## config.mk

```make
export PLATFORM = sky130hd
export DESIGN_NAME = fpga_ps_loader
export DESIGN_NICKNAME = d
export VERILOG_FILES = /design/src/rtl/fpga_ps_loader.sv
export SDC_FILE = /design/constraint.sdc
export NUM_CORES = 1
export LEC_CHECK = 0
export BUFFER_PORTS_ARGS = -buffer_cell sky130_fd_sc_hd__buf_2
export CELL_PAD_IN_SITES_DETAIL_PLACEMENT = 2
export CELL_PAD_IN_SITES_GLOBAL_PLACEMENT = 2
export CORE_UTILIZATION = 40
export DETAILED_ROUTE_END_ITERATION = 12
export HOLD_SLACK_MARGIN = 0.12
export PLACE_DENSITY_LB_ADDON = 0.1
export SETUP_SLACK_MARGIN = 0.2
export SYNTH_ARGS = -nofsm -noshare
export SYNTH_HDL_FRONTEND = slang
export SYNTH_SLANG_ARGS = --single-unit
```

## constraint.sdc

```tcl
create_clock -name clkin -period 3.2 [get_ports clkin]
set_input_delay 0.64 -clock clkin [delete_from_list [all_inputs] [get_ports clkin]]
set_output_delay 0.64 -clock clkin [all_outputs]
set_load 0.01 [all_outputs]
```

## src/rtl/fpga_ps_loader.sv

```systemverilog
// Passive-serial FPGA loader: Z80 port writes are double-buffered and shifted LSB-first onto
// DATA0/DCLK; once CONF_DONE rises, INIT_CLKS trailing clocks are issued before DONE.
module fpga_ps_loader #(
  parameter int DIV       = 2,
  parameter int INIT_CLKS = 10
) (
  input  logic       clkin,
  input  logic       coldres,
  input  logic       config_n,
  input  logic       status_n,
  input  logic       conf_done,
  input  logic       wr_stb,
  input  logic [7:0] wr_data,
  output logic       dclk,
  output logic       data0,
  output logic [7:0] stat
);
  localparam int              PW        = $clog2(INIT_CLKS + 1);
  localparam logic [3:0]      DIV_FULL  = 4'(DIV);
  localparam logic [3:0]      DIV_LAST  = 4'(DIV - 1);
  localparam logic [PW-1:0]   PULSES    = PW'(INIT_CLKS);
  localparam logic [PW-1:0]   ONE_PULSE = PW'(1);

  typedef enum logic [2:0] {S_IDLE, S_READY, S_SHIFT, S_INIT, S_DONE, S_ERROR} state_t;

  state_t        state_q;
  logic [1:0]    st_sync_q, cd_sync_q;
  logic [7:0]    hold_q, shift_q;
  logic          full_q, ovr_q, err_q, done_q, cd_seen_q, dclk_q;
  logic [3:0]    div_q;
  logic [2:0]    bit_q;
  logic [PW-1:0] pulse_q;

  logic status_s, conf_s, phase_end, byte_end, to_init, reload_d;

  always_comb begin
    status_s  = st_sync_q[1];
    conf_s    = cd_sync_q[1];
    phase_end = (div_q == 4'd0);
    byte_end  = (state_q == S_SHIFT) && status_s && phase_end && dclk_q && (bit_q == 3'd7);
    to_init   = cd_seen_q || conf_s;
    // A hold->shift transfer frees the hold slot in the same cycle, so a coincident write is kept.
    reload_d  = full_q && (((state_q == S_READY) && status_s && !conf_s) || (byte_end && !to_init));
  end

  always_ff @(posedge clkin or posedge coldres) begin
    if (coldres) begin
      state_q   <= S_IDLE;
      st_sync_q <= 2'b00;
      cd_sync_q <= 2'b00;
      hold_q    <= 8'h00;
      shift_q   <= 8'h00;
      full_q    <= 1'b0;
      ovr_q     <= 1'b0;
      err_q     <= 1'b0;
      done_q    <= 1'b0;
      cd_seen_q <= 1'b0;
      dclk_q    <= 1'b0;
      div_q     <= 4'd0;
      bit_q     <= 3'd0;
      pulse_q   <= '0;
    end else begin
      st_sync_q <= {st_sync_q[0], status_n};
      cd_sync_q <= {cd_sync_q[0], conf_done};
      if (!config_n) begin
        state_q   <= S_IDLE;
        hold_q    <= 8'h00;
        shift_q   <= 8'h00;
        full_q    <= 1'b0;
        ovr_q     <= 1'b0;
        err_q     <= 1'b0;
        done_q    <= 1'b0;
        cd_seen_q <= 1'b0;
        dclk_q    <= 1'b0;
        div_q     <= 4'd0;
        bit_q     <= 3'd0;
        pulse_q   <= '0;
      end else begin
        if (wr_stb && ((state_q == S_READY) || (state_q == S_SHIFT))) begin
          if (!full_q || reload_d) begin
            hold_q <= wr_data;
            full_q <= 1'b1;
          end else begin
            ovr_q <= 1'b1;
          end
        end
        case (state_q)
          S_IDLE: if (status_s) state_q <= S_READY;
          S_READY: begin
            if (!status_s) begin
              state_q <= S_ERROR;
              err_q   <= 1'b1;
              dclk_q  <= 1'b0;
            end else if (conf_s) begin
              state_q <= S_INIT;
              full_q  <= 1'b0;
              shift_q <= 8'hFF;
              div_q   <= DIV_LAST;
              dclk_q  <= 1'b0;
              pulse_q <= PULSES;
            end else if (full_q) begin
              // One extra low cycle on the first bit covers the hold->shift transfer.
              state_q   <= S_SHIFT;
              shift_q   <= hold_q;
              if (!wr_stb) full_q <= 1'b0;
              div_q     <= DIV_FULL;
              dclk_q    <= 1'b0;
              bit_q     <= 3'd0;
              cd_seen_q <= 1'b0;
            end
          end
          S_SHIFT: begin
            if (!status_s) begin
              state_q <= S_ERROR;
              err_q   <= 1'b1;
              dclk_q  <= 1'b0;
            end else begin
              if (conf_s) cd_seen_q <= 1'b1;
              if (phase_end) begin
                div_q  <= DIV_LAST;
                dclk_q <= !dclk_q;
                if (dclk_q) begin
                  shift_q <= {1'b0, shift_q[7:1]};
                  bit_q   <= bit_q + 3'd1;
                  if (bit_q == 3'd7) begin
                    if (to_init) begin
                      state_q <= S_INIT;
                      full_q  <= 1'b0;
                      shift_q <= 8'hFF;
                      pulse_q <= PULSES;
                    end else if (full_q) begin
                      shift_q <= hold_q;
                      if (!wr_stb) full_q <= 1'b0;
                    end else begin
                      state_q <= S_READY;
                    end
                  end
                end
              end else begin
                div_q <= div_q - 4'd1;
              end
            end
          end
          S_INIT: begin
            if (!status_s) begin
              state_q <= S_ERROR;
              err_q   <= 1'b1;
              dclk_q  <= 1'b0;
            end else if (phase_end) begin
              div_q  <= DIV_LAST;
              dclk_q <= !dclk_q;
              if (dclk_q) begin
                pulse_q <= pulse_q - ONE_PULSE;
                if (pulse_q == ONE_PULSE) begin
                  state_q <= S_DONE;
                  done_q  <= 1'b1;
                end
              end
            end else begin
              div_q <= div_q - 4'd1;
            end
          end
          S_DONE:  dclk_q <= 1'b0;
          S_ERROR: dclk_q <= 1'b0;
          default: state_q <= S_IDLE;
        endcase
      end
    end
  end

  assign dclk  = dclk_q;
  assign data0 = shift_q[0];
  assign stat  = {done_q, err_q, ovr_q, full_q, 2'b00, status_s, conf_s};
endmodule

```

==> results of run 1 <==
==> final cells by class <==
class,instances,area (um^2),share of cell area
repair buffers,26,143,0.0540
multi-input cells,190,1240,0.469
inverters,10,37.5,0.0142
clock inverters,1,30.0,0.0114
well taps,75,93.8,0.0355
flip-flops and latches,40,1000,0.379
clock buffers,7,96.3,0.0365
==> kinds of logic (layout without fill, tap and decap cells) <==
family | count (synthesis) | count (layout)
AND/OR/NAND/NOR | 90 | 90
AO/OA/AOI/OAI | 83 | 83
flip-flops | 40 | 40
buffers and inverters | 33 | 44
adder cells (fa/ha/maj) | 8 | 8
multiplexers | 6 | 6
other | 1 | 2
XOR/XNOR | 1 | 1
==> cell usage after synthesis (2+ instances only) <==
cell        n
dfrtp_1    40
o21ai_0    31
nand2_1    30
nand3_1    16
a21oi_1    11
inv_1      10
buf_4       9
ha_1        8
nor2_1      8
clkbuf_1    7
o221ai_1    7
buf_6       5
nor3_1      5
a31oi_1     4
nand2b_1    4
a22o_1      3
mux2_2      3
mux2i_1     3
nor2b_1     3
nor3b_1     3
nor3b_2     3
o21a_1      3
a211o_1     2
a21o_1      2
a31o_2      2
and2_1      2
and3_1      2
clkbuf_8    2
nand3b_1    2
nand4bb_1   2
nor4_1      2
o21ai_1     2
o21ai_2     2
o32ai_1     2
==> worst paths after layout <==
kind                                   startpoint                      to  slack, ns  depth (start not counted)
max                        state_q[1]$_DFFE_PP0P_    div_q[0]$_DFFE_PP0P_       0.75                          5
min                        cd_sync_q[0]$_DFF_PP0_  cd_sync_q[1]$_DFF_PP0_       0.35                          0
max reg2reg                state_q[1]$_DFFE_PP0P_    div_q[0]$_DFFE_PP0P_       0.75                          5
min reg2reg                cd_sync_q[0]$_DFF_PP0_  cd_sync_q[1]$_DFF_PP0_       0.35                          0
max in group asynchronous                 coldres  pulse_q[1]$_DFFE_PP0P_       2.35                          3
min in group asynchronous                 coldres   cd_seen_q$_DFFE_PP0P_       0.47                          3
==> per-stage QoR <==
stage | hold slack, ns | instance area [um^2] | util | instances
4_1_cts | 0.356 | 2640 | 0.446 | 349
3_5_place_dp | 0.337 | 2510 | 0.425 | 341
3_3_place_gp | 0.332 | 2510 | 0.425 | 341
5_1_grt | 0.371 | 2640 | 0.446 | 349
6_report | 0.353 | 2640 | 0.446 | 349
2_1_floorplan | 0.331 | 2450 | - | 263
==> routing by layer <==
layer | vias up | part of all wire | GRT usage
met2 | 29 | 0.48 | 0.378
met4 | 0 | 0.013 | 0.0625
met5 | - | 0 | 0
li1 | 969 | - | -
met3 | 8 | 0.018 | 0.0341
met1 | 1065 | 0.49 | 0.331
==> flip-flops by register name, indices dropped and copies added, names as in the netlist, 2 cells and up <==
signal / cells
shift_q: 8
st_sync_q: 2
state_q: 3
pulse_q: 4
bit_q: 3
div_q: 4
cd_sync_q: 2
hold_q: 8
==> power breakdown <==
part,switching (W),total [W],internal [W],leakage [nW]
sequential,0.000145,0.000766,0.000621,0.527
clock,0.000194,0.000470,0.000276,0.0645
combinational,0.000485,0.000790,0.000305,0.564
==> summary.md, run 1 <==
| Metric | Value |
|---|---|
| Place WS | `approximately 0.80 ns` |
| Syn Inst Count | `roughly 260` |
| Min Tclk post-route | `2.45 ns` |
| Type of the worst setup path | `flip-flop to flip-flop` |
| Final hold vios | `0` |
| Initial core utilization | `0.414` |
| Setup tns final | `0 ns` |
| Main combinational cell family by area after synthesis | `compound AO/OA/AOI/OAI gates` |
| Final setup vio count | `0` |
| Die Area | `around 0.0064 mm^2` |
| Router iterations before antenna repair | `4` |
| Synth top area share | `0.408` |
| Post-synth EDFFs | `0` |
| Dpl hpwl | `approximately 5 mm` |
| Endpoint class of the critical path | `flip-flop` |
| Setup slack after layout | `between 0.7 and 0.8 ns` |
| Layout cells sized above 1 | `0.182` |
| Final ANT Viol Nets | `0` |
| Compound-Gate Fraction of Synth Area | `0.231` |
| Startpoint Class | `flip-flop` |
| Crit path max fanout | `18` |
| Synthesis Warnings | `0` |
| Mapped Area | `approximately 0.0025 mm^2` |
| H-tree levels | `2` |
| Avg Vias per Cell | `between 5 and 6` |
| Synthesized area per cell | `roughly 9.4 um^2` |
| Overflow after GRT | `0` |
| Clk slew on worst S/H paths | `0.09 ns` |
| CTS tree | `built` |
| Crit-path leading delay family | `simple AND/OR/NAND/NOR gates` |
| Max-cap violations | `0` |
| Max Slew Vio Count | `0` |
| Slowest cell delay on critical path | `about 0.69 ns` |
| Crit-path slowest cell | `nor3_1` |
| Yosys cell types | `between 50 and 60` |
| Inserted Diodes | `0` |
| Min-Delay Path Class | `flip-flop to flip-flop` |
| Synth Area in Simple Gates | `0.201` |
| Worst-Skew Late Latency | `around 0.30 ns` |
| Lkg Pwr | `roughly 1.2 nW` |
| Max Freq | `approximately 410 MHz` |
| Critical Path AT | `between 2 and 3 ns` |
| Total power | `0.00203 W` |
| Drt wl/cell | `between 15 and 20 um` |
| CTS Buf Count | `5` |
| Die height | `approximately 80 um` |
| Yosys reg bits | `40` |
| Worst slew pin tran | `~0.74 ns` |
| Drt drc | `0` |
| Post-synthesis mux area share | `0.0260` |
| Sequential area share after synthesis | `0.408` |
| Setup Skew | `~0.0089 ns` |
| First-iteration detailed-routing DRC count | `around 60` |
| Post-synthesis xor/xnor area fraction | `0.00357` |
| Synth Flop Type | `dfrtp_1` |
| Post-CTS setup buffers | `0` |
| Ports | `24` |
| First-pass GRT wire length | `between 10 and 15 mm` |
| Routed WL | `between 6 and 7 mm` |
| Final #Nets | `between 200 and 300` |
| RSZ-0062 raised after global routing | `no` |
| Commonest non-fill, non-tap cell in the layout | `dfrtp_1` |
| # fillers | `around 670` |
| Post-CTS Hold Buffers | `0` |
| Post_cts resized | `0` |
| Tcrit/Tclk final | `0.765` |
| Post-synth top area cell | `dfrtp_1` |
| CP Cell Sequence | `nand2b_1 -> nor3_1 -> a21oi_1 -> o2111ai_1 -> o21ai_0` |
| WP data required | `approximately 3.4 ns` |
| Status | `finished clean` |
| Clock root cell | `clkbuf_8` |
| Clock Path Buffers | `2` |
| VDD IR max | `0.287 mV` |
| Vias in the first global route | `around 2,200` |
| Most frequent cells in the layout | `40 x dfrtp_1, 31 x o21ai_0, 30 x nand2_1` |
| Port bufs | `21` |
| Buf/Inv on CP | `0` |
| Initial antenna violation count | `0` |
| Cell Pwr Density | `between 700 and 800 mW/mm^2` |
| Placer Congestion | `between 0.8 and 0.9` |
| Area grow syn2layout | `7.71%` |
| All-layer global routing usage | `0.236` |
| Vias | `just over 2,000` |
| Core area | `0.00592 mm^2` |
| Largest net degree at the start of global routing | `41` |
| Die W | `between 80 and 90 um` |
| TritonCTS Sinks | `40` |
| Adder-Cell Fraction of Synth Area | `0.0408` |
| Ys async rst share | `1.00` |
| Slew Limit Headroom | `0.501` |
| FP Rows | `28` |
| Top cells by area, synth | `dfrtp_1 41%, o21ai_0 6.3%, nand2_1 4.6%` |
No activity file was read; power rests on OpenSTA's default activity.
==> inputs of run 2 (changes only) <==
--- a/config.mk
+++ b/config.mk
@@ -5,10 +5,11 @@
 export SDC_FILE = /design/constraint.sdc
 export NUM_CORES = 1
 export LEC_CHECK = 0
+export ABC_AREA = 1
 export BUFFER_PORTS_ARGS = -buffer_cell sky130_fd_sc_hd__buf_2
 export CELL_PAD_IN_SITES_DETAIL_PLACEMENT = 2
 export CELL_PAD_IN_SITES_GLOBAL_PLACEMENT = 2
-export CORE_UTILIZATION = 40
+export CORE_UTILIZATION = 34
 export DETAILED_ROUTE_END_ITERATION = 12
 export HOLD_SLACK_MARGIN = 0.12
 export PLACE_DENSITY_LB_ADDON = 0.1
==> constraint.sdc (replaced) <==
create_clock -name clkin -period 2.37 [get_ports clkin]
set_input_delay 0.474 -clock clkin [delete_from_list [all_inputs] [get_ports clkin]]
set_output_delay 0.474 -clock clkin [all_outputs]
set_load 0.01 [all_outputs]
==> run 2 against run 1 <==
  * Die area grew 28%
  * Routed wire length up 20%
  * Combinational power up 47%
  * First-iteration DRC count up 37%
  * Sequential cell count is the same
  * Sequential share of layout area down 4.1 points
  * Fmax increased by 28%
  * Critical path depth up 4
  * Via count increased by 25%
  * Area after synthesis increased by 9.2%
  * Worst setup slack got worse by 0.29 ns
  * Critical endpoint is now hold_q[0]$_DFFE_PP0P_
==> summary.md, run 2 <==
| Metric | Value |
|---|---|
| Status | `finished clean` |
| Die height | `slightly above 90 um` |
| VDD IR max | `between 0.3 and 0.4 mV` |
| Slew Limit Headroom | `0.561` |
| Synth top area share | `0.374` |
| Setup Skew | `0.00986 ns` |
| All-layer global routing usage | `0.217` |
| Synthesized area per cell | `7.12 um^2` |
| Final ANT Viol Nets | `0` |
| Max Slew Vio Count | `0` |
| Crit-path leading delay family | `simple AND/OR/NAND/NOR gates` |
| First-pass GRT wire length | `roughly 14 mm` |
| Endpoint class of the critical path | `flip-flop` |
| Setup slack after layout | `0.458 ns` |
| Drt wl/cell | `16.7 um` |
| Yosys cell types | `33` |
| Crit path max fanout | `9` |
| Clk slew on worst S/H paths | `approximately 0.09 ns` |
| Regs by FF count | `hold_q (8), shift_q (8)` |
| Crit-path slowest cell | `dfrtp_1` |
| CP Cell Sequence | `ha_1 -> ha_1 -> inv_1 -> nor3_2 -> nand2_1 -> nand2_2 -> nand2_2 -> nand3_1 -> nand2_1` |
| Die Area | `roughly 0.0082 mm^2` |
| Ys async rst share | `1.00` |
| Min-Delay Path Class | `primary input to async pin` |
| Final setup vio count | `0` |
| Yosys reg bits | `40` |
| Post-synth top area cell | `dfrtp_1` |
| Lkg Pwr | `approximately 1.5 nW` |
| Sequential area share after synthesis | `0.374` |
| Area grow syn2layout | `10.5%` |
| First-iteration detailed-routing DRC count | `81` |
| Startpoint Class | `flip-flop` |
| Mapped Area | `approximately 0.0027 mm^2` |
| Max Freq | `approximately 520 MHz` |
| CTS Buf Count | `5` |
| Place WS | `about 0.26 ns` |
| TritonCTS Sinks | `40` |
| Max-cap violations | `0` |
| Die W | `roughly 90 um` |
| Initial core utilization | `0.360` |
| Setup tns final | `0 ns` |
| H-tree levels | `2` |
| Vias | `2,590` |
| WP data required | `roughly 2.6 ns` |
| Worst slew pin tran | `around 0.65 ns` |
| Final hold vios | `0` |
| Final instance area | `between 0.002 and 0.003 mm^2` |
| RSZ-0062 raised after global routing | `no` |
| Worst-Skew Late Latency | `0.30 ns` |
| Critical Path AT | `approximately 2.1 ns` |
| Type of the worst setup path | `flip-flop to flip-flop` |
| Total power | `0.00261 W` |
| Placer Congestion | `about 0.77` |
| Avg Vias per Cell | `roughly 5.2` |
| Ports | `24` |
| Clock root cell | `clkbuf_8` |
| Inserted Diodes | `0` |
| Layout cells sized above 1 | `0.186` |
| Post-place instance area | `between 0.002 and 0.003 mm^2` |
| Buf/Inv on CP | `1` |
| Vias in the first global route | `between 2,000 and 3,000` |
| Drt drc | `0` |
| Synth Flop Type | `dfrtp_1` |
| Cell Pwr Density | `around 880 mW/mm^2` |
| Routed WL | `8.26 mm` |
| FP Rows | `31` |
| Initial antenna violation count | `0` |
| Final #Nets | `418` |
| Port bufs | `21` |
| Post-synth EDFFs | `0` |
| Top cells by area, synth | `dfrtp_1 37%, nand2_1 16%, nand3_1 7.3%` |
| Min Hold Slack | `between 0.15 and 0.2 ns` |
| Largest net degree at the start of global routing | `22` |
| Router iterations before antenna repair | `4` |
| Syn Inst Count | `376` |
| Synthesis Warnings | `0` |
| Most frequent cells in the layout | `111 x nand2_1, 40 x dfrtp_1, 38 x nand3_1` |
| Top-count cell post-synth | `nand2_1` |
| Slowest cell delay on critical path | `around 0.38 ns` |
| Post-CTS Hold Buffers | `0` |
| Core area | `~0.0074 mm^2` |
| Min Tclk post-route | `1.91 ns` |
| Dpl hpwl | `6.27 mm` |
| Commonest non-fill, non-tap cell in the layout | `nand2_1` |
| Tcrit/Tclk final | `0.807` |
| Clock Path Buffers | `2` |
| Overflow after GRT | `0` |
| Post-synth top cells | `111 x nand2_1, 40 x dfrtp_1, 39 x nand3_1, 33 x inv_1, 26 x nor2_1` |
| CTS tree | `built` |
[run 2: power breakdown]
part | total, W | switching (W) | internal, W
clock | 0.000464 | 0.000258 | 0.000206
sequential | 0.000979 | 0.000137 | 0.000842
combinational | 0.00116 | 0.000792 | 0.000372
total | 0.00261 | 0.00119 | 0.00142
[run 2: timing repair]
| item | CTS | global route |
|---|---|---|
| resized for setup | 0 | 3 |
| buffers inserted | 0 | 0 |
| setup endpoints to repair | 0 | 9 |
[run 2: cell families (layout without fill, tap and decap cells)]
group	count (synthesis)	in the layout	share of synthesized area
other	1	2	0.00140
buffers and inverters	56	76	0.0958
AO/OA/AOI/OAI	43	43	0.0897
XOR/XNOR	2	2	0.00654
AND/OR/NAND/NOR	226	226	0.395
flip-flops	40	40	0.374
adder cells (fa/ha/maj)	8	8	0.0374
[run 2: cell type report]
type,count,area [um^2]
inverter,39,146
timing repair buffer,29,165
tap,99,124
fill,938,4490
sequential,40,1000
clock buffer,5,68.8
multi-input combinational,281,1430
clock inverter,3,18.8
[run 2: per-stage QoR]
stage,utilization,instances
5_1_grt,0.397,496
4_1_cts,0.396,496
3_5_place_dp,0.384,488
3_3_place_gp,0.384,488
2_1_floorplan,-,377
6_report,0.397,496
[run 2: final timing paths]
| path | end | cells after the start | from | slack (ns) |
|---|---|---|---|---|
| max in group asynchronous | err_q$_DFFE_PP0P_ | 3 | coldres | 1.62 |
| max reg2reg | hold_q[0]$_DFFE_PP0P_ | 9 | bit_q[0]$_DFFE_PP0P_ | 0.46 |
| min | bit_q[2]$_DFFE_PP0P_ | 2 | coldres | 0.18 |
| min in group clkin | cd_sync_q[0]$_DFF_PP0_ | 1 | conf_done | 0.28 |
| min reg2reg | st_sync_q[1]$_DFF_PP0_ | 0 | st_sync_q[0]$_DFF_PP0_ | 0.36 |
| max | hold_q[0]$_DFFE_PP0P_ | 9 | bit_q[0]$_DFFE_PP0P_ | 0.46 |
[run 2: routing by layer]
layer,vias up,part of all wire,GRT usage,wire (um)
li1,1256,-,-,-
met1,1293,0.49,0.292,4030
met2,35,0.48,0.366,3950
met3,6,0.024,0.0328,200
met4,0,0.0092,0.0457,76
met5,-,0,0,0
==> inputs of run 3 (changes only) <==
--- a/config.mk
+++ b/config.mk
@@ -9,7 +9,7 @@
 export BUFFER_PORTS_ARGS = -buffer_cell sky130_fd_sc_hd__buf_2
 export CELL_PAD_IN_SITES_DETAIL_PLACEMENT = 2
 export CELL_PAD_IN_SITES_GLOBAL_PLACEMENT = 2
-export CORE_UTILIZATION = 34
+export CORE_UTILIZATION = 31
 export DETAILED_ROUTE_END_ITERATION = 12
 export HOLD_SLACK_MARGIN = 0.12
 export PLACE_DENSITY_LB_ADDON = 0.1
==> constraint.sdc (replaced) <==
create_clock -name clkin -period 1.7 [get_ports clkin]
set_input_delay 0.34 -clock clkin [delete_from_list [all_inputs] [get_ports clkin]]
set_output_delay 0.34 -clock clkin [all_outputs]
set_load 0.01 [all_outputs]
==> run 3 against run 2 <==
  * Worst hold slack worse by 0.047 ns
  * Sequential power up 42%
  * Total power is 89% higher
  * Combinational power grew 130%
  * Critical endpoint is now pulse_q[1]$_DFFE_PP0P_
  * Largest cell class unchanged
  * Highest routed layer unchanged
==> summary.md, run 3 (synthesized netlist as in run 2, its figures left out) <==
| Metric | Value |
|---|---|
| Regs by FF count | `hold_q (8), shift_q (8)` |
| Min Tclk post-route | `between 1.5 and 2 ns` |
| Ports | `24` |
| Final hold vios | `0` |
| Max-cap violations | `0` |
| RSZ-0062 raised after global routing | `yes` |
| CP Cell Sequence | `inv_4 -> nand3_4 -> nand2_4 -> buf_6 -> nand2_4 -> o21ai_4 -> nor2_2 -> buf_4 -> nand3b_1 -> nand2_1` |
| Placer Congestion | `0.760` |
| All-layer global routing usage | `0.245` |
| Layout cells sized above 1 | `0.350` |
| Clk slew on worst S/H paths | `0.09 ns` |
| Overflow after GRT | `0` |
| Endpoint class of the critical path | `flip-flop` |
| Post-Layout Cell Count | `between 500 and 600` |
| Post-place instance area | `approximately 0.0032 mm^2` |
| Startpoint Class | `flip-flop` |
| Clock root cell | `clkbuf_8` |
| Final instance area | `between 0.003 and 0.004 mm^2` |
| Setup tns final | `0 ns` |
| Most used cell along the critical path | `nand2_4` |
| VDD IR max | `0.487 mV` |
| Status | `finished clean` |
| Setup Skew | `0.0108 ns` |
| Die height | `roughly 95 um` |
| First-pass GRT wire length | `16.5 mm` |
| Total power | `0.00492 W` |
| Dpl hpwl | `about 7 mm` |
| Area grow syn2layout | `36.4%` |
| Critical Path AT | `about 1.9 ns` |
| Clock Path Buffers | `2` |
| Initial core utilization | `0.323` |
| Largest net degree at the start of global routing | `41` |
| Commonest non-fill, non-tap cell in the layout | `nand2_1` |
| Min-Delay Path Class | `primary input to flip-flop` |
| Tcrit/Tclk final | `0.986` |
| CTS Buf Count | `5` |
| Crit-path slowest cell | `dfrtp_2` |
| Routed WL | `10.2 mm` |
| First-iteration detailed-routing DRC count | `86` |
| Router iterations before antenna repair | `4` |
| CTS tree | `built` |
| Inserted Diodes | `0` |
| Die W | `about 95 um` |
| Drt drc | `0` |
| Max Slew Vio Count | `0` |
| Max Freq | `between 500 and 600 MHz` |
| Placed insts | `526` |
| TritonCTS Sinks | `40` |
| Setup slack after layout | `between 0.02 and 0.025 ns` |
| H-tree levels | `2` |
| FP Rows | `33` |
| Vias | `2,820` |
| Type of the worst setup path | `flip-flop to flip-flop` |
| Crit-path leading delay family | `simple AND/OR/NAND/NOR gates` |
| Final #Nets | `~460` |
| Slowest cell delay on critical path | `between 0.4 and 0.5 ns` |
| Crit path max fanout | `6` |
| Drt wl/cell | `18.7 um` |
| Cell Pwr Density | `about 1300 mW/mm^2` |
| WP data required | `1.90 ns` |
| Core area | `0.00830 mm^2` |
| Most frequent cells in the layout | `102 x nand2_1, 43 x buf_4, 37 x dfrtp_1` |
| Place WS | `-0.128 ns` |
| Worst-Skew Late Latency | `0.31 ns` |
| Buf/Inv on CP | `3` |
| Port bufs | `21` |
| Avg Vias per Cell | `just over 5` |
| Vias in the first global route | `around 3,100` |
| Lkg Pwr | `around 1.9 nW` |
| Final ANT Viol Nets | `0` |
| Die Area | `about 0.0090 mm^2` |
| Initial antenna violation count | `0` |
| Final setup vio count | `0` |
==> run 3: cell count changes in the layout (fill, tap and decap cells not counted), moves of 4 or more <==
cell / change
buf_12: +4
buf_6: +5
o21ai_1: +4
nand2_1: -9
nor2_4: +5
inv_1: -6
a21oi_1: -4
buf_4: +35
nand2_4: +9
o21ai_0: -6
a21oi_2: +4
nor2_1: -4
==> run 3: path summary, 6_finish.rpt <==
path | startpoint | endpoint | cells after the start | slack, ns
worst max-delay path | state_q[2]$_DFFE_PP0P_ | pulse_q[1]$_DFFE_PP0P_ | 10 | 0.02
max in group asynchronous | coldres | state_q[1]$_DFFE_PP0P_ | 4 | 0.87
worst max register to register | state_q[2]$_DFFE_PP0P_ | pulse_q[1]$_DFFE_PP0P_ | 10 | 0.02
min in group asynchronous | coldres | cd_sync_q[0]$_DFF_PP0_ | 4 | 0.59
worst min-delay path | conf_done | cd_sync_q[0]$_DFF_PP0_ | 1 | 0.13
worst min register to register | st_sync_q[0]$_DFF_PP0_ | st_sync_q[1]$_DFF_PP0_ | 0 | 0.36
==> run 3: routing by layer <==
metal  global-route usage  up-vias  routed length (um)
li1                     -     1346                   -
met1                0.319     1417                4640
met2                0.422       40                5200
met3               0.0330       17                 188
met4               0.0694        0                 197
met5                    0        -                   0
==> run 3: what timing repair did <==
action	CTS	global route
buffers inserted	11	1
pin swaps	12	9
gates cloned	1	0
gates resized for setup	46	22
endpoints found under the setup margin	35	35
hold buffers	1	0
hold endpoints to repair	40	0
==> run 3: area by class of cell <==
| type | count | area, um^2 |
|---|---|---|
| multi-input combinational | 281 | 1660 |
| timing repair buffer | 74 | 574 |
| clock buffer | 6 | 82.6 |
| timing repair inverter | 1 | 7.51 |
| fill | 979 | 4650 |
| clock inverter | 2 | 38.8 |
| sequential | 40 | 1000 |
| tap | 105 | 131 |
| inverter | 39 | 154 |
==> run 3: where the power goes <==
part / internal, W / switching, W / leakage, nW
logic: 0.00112 / 0.00153 / 1.27
registers: 0.00118 / 0.000211 / 0.526
clock network: 0.000481 / 0.000398 / 0.0614
total: 0.00278 / 0.00214 / 1.85
==> run 3: through the flow <==
step / util / hold WS, ns
floorplan: - / 0.331
global placement: 0.384 / 0.333
detailed placement: 0.384 / 0.354
CTS: 0.430 / 0.123
global route: 0.440 / 0.125
finish: 0.440 / 0.130
